$ cat src/rtl/periph_bus_slave.sv
// Memory-mapped peripheral responder: timer, LED, 7-seg, switches, UART byte pair/TX.
// Optional free-running cycle counter at offset 0x28 when PERIPH_SYSTICK_EN is defined.
module periph_bus_slave #(
    parameter logic [31:0] BASE_ADDR = 32'h4000_0000,
    parameter int          LED_W     = 8,
    parameter int          SW_W      = 8
) (
    input  logic             clk,
    input  logic             reset,
    input  logic             rd,
    input  logic             wr,
    input  logic [31:0]      addr,
    input  logic [31:0]      wdata,
    output logic [31:0]      rdata,
    output logic             irq,
    output logic [LED_W-1:0] led,
    input  logic [SW_W-1:0]  switch,
    output logic [11:0]      digi,
    input  logic [7:0]       rx_data,
    input  logic             rx_valid,
    output logic [7:0]       tx_data,
    output logic             tx_start,
    input  logic             tx_busy
);

    typedef enum logic {
        WAIT_A,
        WAIT_B
    } rx_state_t;

    localparam logic [5:0] OFF_TH      = 6'h00;
    localparam logic [5:0] OFF_TL      = 6'h01;
    localparam logic [5:0] OFF_TCON    = 6'h02;
    localparam logic [5:0] OFF_LED     = 6'h03;
    localparam logic [5:0] OFF_SW      = 6'h04;
    localparam logic [5:0] OFF_DIGI    = 6'h05;
    localparam logic [5:0] OFF_RXD0    = 6'h06;
    localparam logic [5:0] OFF_RXD1    = 6'h07;
    localparam logic [5:0] OFF_TXD     = 6'h08;
    localparam logic [5:0] OFF_UCON    = 6'h09;
    localparam logic [5:0] OFF_SYSTICK = 6'h0A;

    logic [31:0] th;
    logic [31:0] tl;
    logic [2:0]  tcon;
    logic [7:0]  rxd0;
    logic [7:0]  rxd1;
    logic [7:0]  txd;
    logic        rx_pair;
    logic        rx_ovr;
    rx_state_t   rx_state;
    rx_state_t   rx_state_nxt;
    logic        load_rxd0;
    logic        load_rxd1;
    logic        pair_set;
    logic        ovr_set;

    logic        hit;
    logic [5:0]  off;
    logic        we;
    logic        th_we;
    logic        tl_we;
    logic        tcon_we;
    logic        ucon_we;
    logic        unused_bits;

    assign hit         = (addr[31:8] == BASE_ADDR[31:8]);
    assign off         = addr[7:2];
    assign we          = wr && hit;
    assign th_we       = we && (off == OFF_TH);
    assign tl_we       = we && (off == OFF_TL);
    assign tcon_we     = we && (off == OFF_TCON);
    assign ucon_we     = we && (off == OFF_UCON);
    assign unused_bits = ^addr[1:0];

    assign irq     = tcon[1] & tcon[2];
    assign tx_data = txd;

`ifdef PERIPH_SYSTICK_EN
    logic [31:0] systick;

    always_ff @(posedge clk) begin
        if (reset) begin
            systick <= '0;
        end else if (we && (off == OFF_SYSTICK)) begin
            systick <= '0;
        end else begin
            systick <= systick + 32'd1;
        end
    end
`endif

    always_comb begin
        rdata = '0;
        if (rd && hit) begin
            case (off)
                OFF_TH:      rdata = th;
                OFF_TL:      rdata = tl;
                OFF_TCON:    rdata = {29'd0, tcon};
                OFF_LED:     rdata = 32'(led);
                OFF_SW:      rdata = 32'(switch);
                OFF_DIGI:    rdata = {20'd0, digi};
                OFF_RXD0:    rdata = {24'd0, rxd0};
                OFF_RXD1:    rdata = {24'd0, rxd1};
                OFF_TXD:     rdata = {24'd0, txd};
                OFF_UCON:    rdata = {28'd0, rx_ovr, tx_busy, 1'b0, rx_pair};
`ifdef PERIPH_SYSTICK_EN
                OFF_SYSTICK: rdata = systick;
`endif
                default:     rdata = '0;
            endcase
        end
    end

    // A byte arriving while a pair is pending is dropped but re-asserts rx_pair,
    // so a simultaneous software clear cannot hide the unread pair.
    always_comb begin
        rx_state_nxt = rx_state;
        load_rxd0    = 1'b0;
        load_rxd1    = 1'b0;
        pair_set     = 1'b0;
        ovr_set      = 1'b0;
        if (rx_valid) begin
            if (rx_pair) begin
                ovr_set  = 1'b1;
                pair_set = 1'b1;
            end else begin
                case (rx_state)
                    WAIT_A: begin
                        load_rxd0    = 1'b1;
                        rx_state_nxt = WAIT_B;
                    end
                    WAIT_B: begin
                        load_rxd1    = 1'b1;
                        pair_set     = 1'b1;
                        rx_state_nxt = WAIT_A;
                    end
                    default: rx_state_nxt = WAIT_A;
                endcase
            end
        end
    end

    always_ff @(posedge clk) begin
        if (reset) begin
            rx_state <= WAIT_A;
        end else begin
            rx_state <= rx_state_nxt;
        end
    end

    always_ff @(posedge clk) begin
        if (reset) begin
            th       <= '0;
            tl       <= '0;
            tcon     <= '0;
            led      <= '0;
            digi     <= '0;
            rxd0     <= '0;
            rxd1     <= '0;
            txd      <= '0;
            rx_pair  <= 1'b0;
            rx_ovr   <= 1'b0;
            tx_start <= 1'b0;
        end else begin
            // Timer; a same-cycle CPU write to TL or TCON swallows the overflow event.
            if (tcon[0]) begin
                if (tl == 32'hFFFF_FFFF) begin
                    tl <= th;
                    if (tcon[1] && !tl_we && !tcon_we) begin
                        tcon[2] <= 1'b1;
                    end
                end else begin
                    tl <= tl + 32'd1;
                end
            end
            if (th_we)   th   <= wdata;
            if (tl_we)   tl   <= wdata;
            if (tcon_we) tcon <= wdata[2:0];
            if (we && (off == OFF_LED))  led  <= wdata[LED_W-1:0];
            if (we && (off == OFF_DIGI)) digi <= wdata[11:0];
            if (we && (off == OFF_TXD))  txd  <= wdata[7:0];

            if (load_rxd0) rxd0 <= rx_data;
            if (load_rxd1) rxd1 <= rx_data;

            if (ucon_we && !wdata[0]) rx_pair <= 1'b0;
            if (pair_set)             rx_pair <= 1'b1;
            if (ucon_we && !wdata[3]) rx_ovr  <= 1'b0;
            if (ovr_set)              rx_ovr  <= 1'b1;

            tx_start <= ucon_we && wdata[1] && !tx_busy;
        end
    end

endmodule

$ cat config.mk
export PLATFORM = sky130hd
export DESIGN_NAME = periph_bus_slave
export DESIGN_NICKNAME = d
export VERILOG_FILES = /design/src/rtl/periph_bus_slave.sv
export SDC_FILE = /design/constraint.sdc
export NUM_CORES = 1
export LEC_CHECK = 0
export BUFFER_PORTS_ARGS = -buffer_cell sky130_fd_sc_hd__buf_4
export CAP_MARGIN = 20
export CORE_MARGIN = 2
export CORE_UTILIZATION = 40
export DETAILED_ROUTE_END_ITERATION = 8
export GPL_TIMING_DRIVEN = 0
export PLACE_DENSITY_LB_ADDON = 0.25
export SLEW_MARGIN = 15
export SYNTH_ARGS = -nofsm -noshare
export SYNTH_HDL_FRONTEND = slang
export SYNTH_SLANG_ARGS = --single-unit
$ cat constraint.sdc
create_clock -name clk -period 2.94 [get_ports clk]
set_input_delay 0.588 -clock clk [delete_from_list [all_inputs] [get_ports clk]]
set_output_delay 0.588 -clock clk [all_outputs]
set_load 0.01 [all_outputs]
# [Word level (Yosys, flattened, before mapping)]
# Cells that the tools add are included.
[totals] regBits=115 latch_bits=0 ram_bits=0 romBits=0 in_bits=86 out_inout_bits=62 elab_cells=81 mem_count=0
[op_classes] n_addsub=1 n_mul=0 n_div=0 magnitude_cmp=0 n_eq_ne=11 shifts=0 n_mux=24 n_bitwise=3 n_reduce_logical=29
[ops] operator="$pmux W32 S10" n=1
[ops] operator="$mux W32" n=4
[ops] operator="$add A32 B1 Y32 const B" n=1
[ops] operator="$eq A32 B32 Y1 const B" n=1
[ops] operator="$eq A24 B23 Y1 const B" n=1
[ops] operator="$eq A6 B3 Y1 const B" n=4
[ops] operator="$mux W1" n=17
[ops] operator="$logic_and A1 B1 Y1" n=15
[ops] operator="$eq A6 B2 Y1 const B" n=2
[ops] operator="$eq A6 B4 Y1 const B" n=2
[ops] operator="$reduce_bool A2 Y1" n=6
[ops] operator="$eq A6 B1 Y1 const B" n=1
[ops] operator="$logic_not A6 Y1" n=1
[ops] operator="$logic_not A1 Y1" n=5
[ops] operator="$mux W3" n=1
[ops] operator="$reduce_and A3 Y1" n=1
[ops] operator="$not A1 Y1" n=2
[ops] operator="$pmux W1 S2" n=1
[ops] operator="$reduce_and A2 Y1" n=1
[ops] operator="$and A1 B1 Y1" n=1

# [Logic depth before layout (Yosys ltp)]
[depth] ltp_word=10 mapped_depth=9 depth_no_buf=6

# [Worst setup path before layout]
# No wires, ideal clock.
[synth_timing] kind="input port to output port" start="input addr[5]" end="output rdata[12]" arrival_ns=2.229 required_ns=2.352 path_slack_ns=0.123 cell_stages=6 n_path_buf=2 path_cell_list="or4_1 clkbuf_1 nor3_2 clkbuf_1 a22oi_1 nor2_1"
[synth_via] elab_chain_len=3 elab_cells_between_ends=12 classes_between="eq/ne (9); mux (2); reduce/logical (1)"
[synth_rtl] element="start, declared" line="12" source="input logic [31:0] addr,"
[synth_rtl] element="$eq A6 B4 Y1 (tied with other cells)" line="96" source="case (off)"
[synth_rtl] element="$pmux W32 S10 (*)" line="96"
[synth_rtl] element="$mux W32 (*)" line="95" source="if (rd && hit) begin"
[synth_rtl] element="end, declared" line="14" source="output logic [31:0] rdata,"
# Mark *: on every way between the ends. The rest lies on a longest branch, timed or not.

# [Worst setup path after layout]
[layout_timing] start="input addr[21]" end="output rdata[31]"
[layout_via] elab_chain_len=3
[layout_rtl] element="$eq A24 B23 Y1" line="67" source="assign hit = (addr[31:8] == BASE_ADDR[31:8]);"
[layout_rtl] element="$logic_and A1 B1 Y1" line="95"
[layout_rtl] element="$mux W32" line="95"
# Every way passes these cells.

==> results_dict.tcl <==
set metrics [dict create \
    drv_cap 0 \
    finalClockSkew_ps 13.54 \
    grt_usage_pct 27.77 \
    tightestPinTransition_ps 932.3 \
    clk_root_buffer_cell "clkbuf_16" \
    die_h_um 130.9 \
    syn_inst 789 \
    numCtsBuffers 17 \
    maxSlewHeadroom_pct 37.62 \
    slew_viol_final 0 \
    netlist.top_cell.by_area "dfxtp_1" \
    syn_avg_cell_area_sq_um 8.157 \
    routed_wl_um 23380 \
    grt_pass1_vias 6525 \
    p_leak_nw 3.255 \
    hold_viol_final 0 \
    max_freq_mhz 340.6 \
    portBuffers 143 \
    clock_sinks 115 \
    ys_ff_latch 115 \
    fillCellCount 1538 \
    irDropWorstVdd_uv 471.2 \
    overflow 0 \
    p_per_area_nw_per_um2 441.6 \
    post-route-period-util_pct 99.88 \
    setup_slack_ps 3.645 \
    cts.clk_slew.worst_paths_ps 60 \
    period_minus_slack_ps 2936 \
    antenna_cells 0 \
    syn-num-nets 876 \
    grt_max_degree 17 \
    holdBufCountCts 0 \
    synthArstFlopShare_pct 0 \
    synth_top_area_share_pct 35.77 \
    status "completed" \
    cts_tree "yes" \
    yosys-top-cells-area "dfxtp_1 (36%), mux2i_1 (10%), nor2_1 (6.1%), nand2_1 (5.7%), a21oi_1 (3.9%)" \
    std_cell_rows 46 \
    hp-class "input port to flip-flop" \
    clock_path_buffers 2 \
    grt_pass1_wl_um 35870 \
    drc 0 \
    setup-violations-final 0 \
    dieArea_sq_um 17120 \
    synth-main-ff-cell "dfxtp_1" \
    finalSetupTns_ps 0 \
    syn_to_final_growth_pct 32.48 \
    antenna_found_initial 0 \
    via_count 6823 \
    drive_above_1_share_pct 24.92 \
    die_x_um 130.9 \
    boundaryPins 148 \
    crit_type "input port to primary output" \
    arrival_ps 2350 \
    vias_per_cell 5.748 \
    dr.pass1.iters 8 \
    hpwl_um 16570 \
    crit_path_end_kind "primary output" \
    cp_max_fo 10 \
    wl_per_cell_um 19.70 \
    start_util_pct 40.66 \
    drtIter0Drc 611 \
    nets 1045 \
    yosys_warnings 0 \
    gp_congestion 0.9017 \
    synth_cell_types 63 \
    ant_nets 0 \
    yosysSeqAreaShare_pct 35.77 \
    critPathRequiredTime_ps 2350 \
    p_total_mw 3.765 \
    pre_cts_ws_ps -1089 \
    core_sq_um 15830 \
    netlist_area_sq_um 6436 \
    worst_setup_path_start_kind "input port" \
    htree_levels 4 \
    worstSkewPairLatency_ps 440 \
    synth_enable_flop_cells 0 \
]
[per-layer routing]
metal	track usage, %	part of all wire, %	up-vias
met5	0	0	-
met4	9.950	2.5	0
met3	7.248	8.5	42
met2	44.45	46	326
met1	36.35	43	3206
li1	-	-	3249
[Yosys cell counts, drive strengths merged (3+ instances only)]
cell,count
a211o,4
nor2,105
o31ai,5
a222oi,6
nor4,23
nand3,13
nand3b,7
buf,17
nand2,98
and2,9
a22oi,30
mux2i,66
nand4,14
o31a,6
xor2,5
nor2b,11
clkbuf,51
inv,14
a31oi,11
a211oi,8
xnor2,7
o32ai,10
mux4,8
nor3,21
o21bai,6
or4,4
nor4b,3
a311oi,3
dfxtp,115
o41ai,7
o21ai,7
a221oi,3
a21oi,50
and4,10
or3,7
o211ai,4
[area by class of cell]
class / count / area [sq um] / share of cell area (%)
inverters: 14 / 52.55 / 0.6163
clock buffers: 18 / 439.2 / 5.150
multi-input cells: 592 / 3857 / 45.24
repair buffers: 153 / 1165 / 13.66
flip-flops and latches: 115 / 2302 / 27.00
clock inverters: 14 / 108.9 / 1.277
plain buffers: 65 / 331.6 / 3.888
well taps: 216 / 270.3 / 3.169
[path summary, 6_finish.rpt]
path / start / to / slack [ps] / depth (start not counted)
worst max-delay path: addr[21] / rdata[31] / 4 / 9
worst min-delay path: wdata[10] / tl[10]$_SDFFE_PP0P_ / 400 / 3
worst max register to register: tl[25]$_SDFFE_PP0P_ / tl[29]$_SDFFE_PP0P_ / 250 / 7
worst min register to register: th[28]$_SDFFE_PP0P_ / th[28]$_SDFFE_PP0P_ / 480 / 2
[through the flow]
stage	cell area, sq um	utilization [%]	hold WS, ps	std cells
2_1_floorplan	6436	-	445.7	789
3_3_place_gp	7780	49.15	461.2	1148
3_5_place_dp	7780	49.15	469.2	1148
4_1_cts	8478	53.57	391.5	1187
5_1_grt	8527	53.87	396.9	1187
6_report	8527	53.87	396.2	1187
[layout by cell type (no fill, tap or decap), types with 14 or more instances in the layout]
master / count
buf_4: 151
dfxtp_1: 115
nor2_1: 103
nand2_1: 98
mux2i_1: 66
a21oi_1: 48
clkbuf_1: 34
a22oi_1: 30
nor4_1: 20
nor3_1: 19
clkbuf_16: 17
buf_2: 14
nand4_1: 14
inv_1: 14
[registers in the layout (all words and copies together) (netlist names)]
name / count
rx_pair: 1
rxd0: 8
rx_state: 1
digi: 12
th: 32
rx_ovr: 1
led: 8
rxd1: 8
tx_start: 1
tcon: 3
tl: 32
tx_data: 8
[power breakdown]
part	switching, mW	internal (mW)
sequential	0.0113	1.58
clock	0.801	1.10
combinational	0.144	0.130
[critical path, cell delays in order]
cell and delay (ps):
buf_4 110, nor4_1 310, and4_4 310, clkbuf_4 200, nand4_1 100, buf_4 180, clkbuf_8 170, nor2_1 220
buf_4 170
[repair_timing]
action | in CTS | in global routing
resized for setup | 27 | 19
setup buffers | 8 | 1
setup endpoints to repair | 32 | 35
cloned | 1 | 0
pin swaps | 6 | 2
hold endpoints to repair | 0 | 0
[cell families (layout without fill, tap and decap cells)]
| kind of cell | after synthesis | in the layout | share of synthesized area (%) |
|---|---|---|---|
| adders and majority gates | 1 | 1 | 0.1944 |
| buffers and inverters | 82 | 264 | 5.404 |
| muxes | 75 | 75 | 13.24 |
| DFF | 115 | 115 | 35.77 |
| xor gates and xnor gates | 12 | 12 | 1.633 |
| and+or+nand+nor | 331 | 331 | 24.96 |
| AOI/OAI and AO/OA | 173 | 173 | 18.80 |
Power figures use the tool's default switching activity.
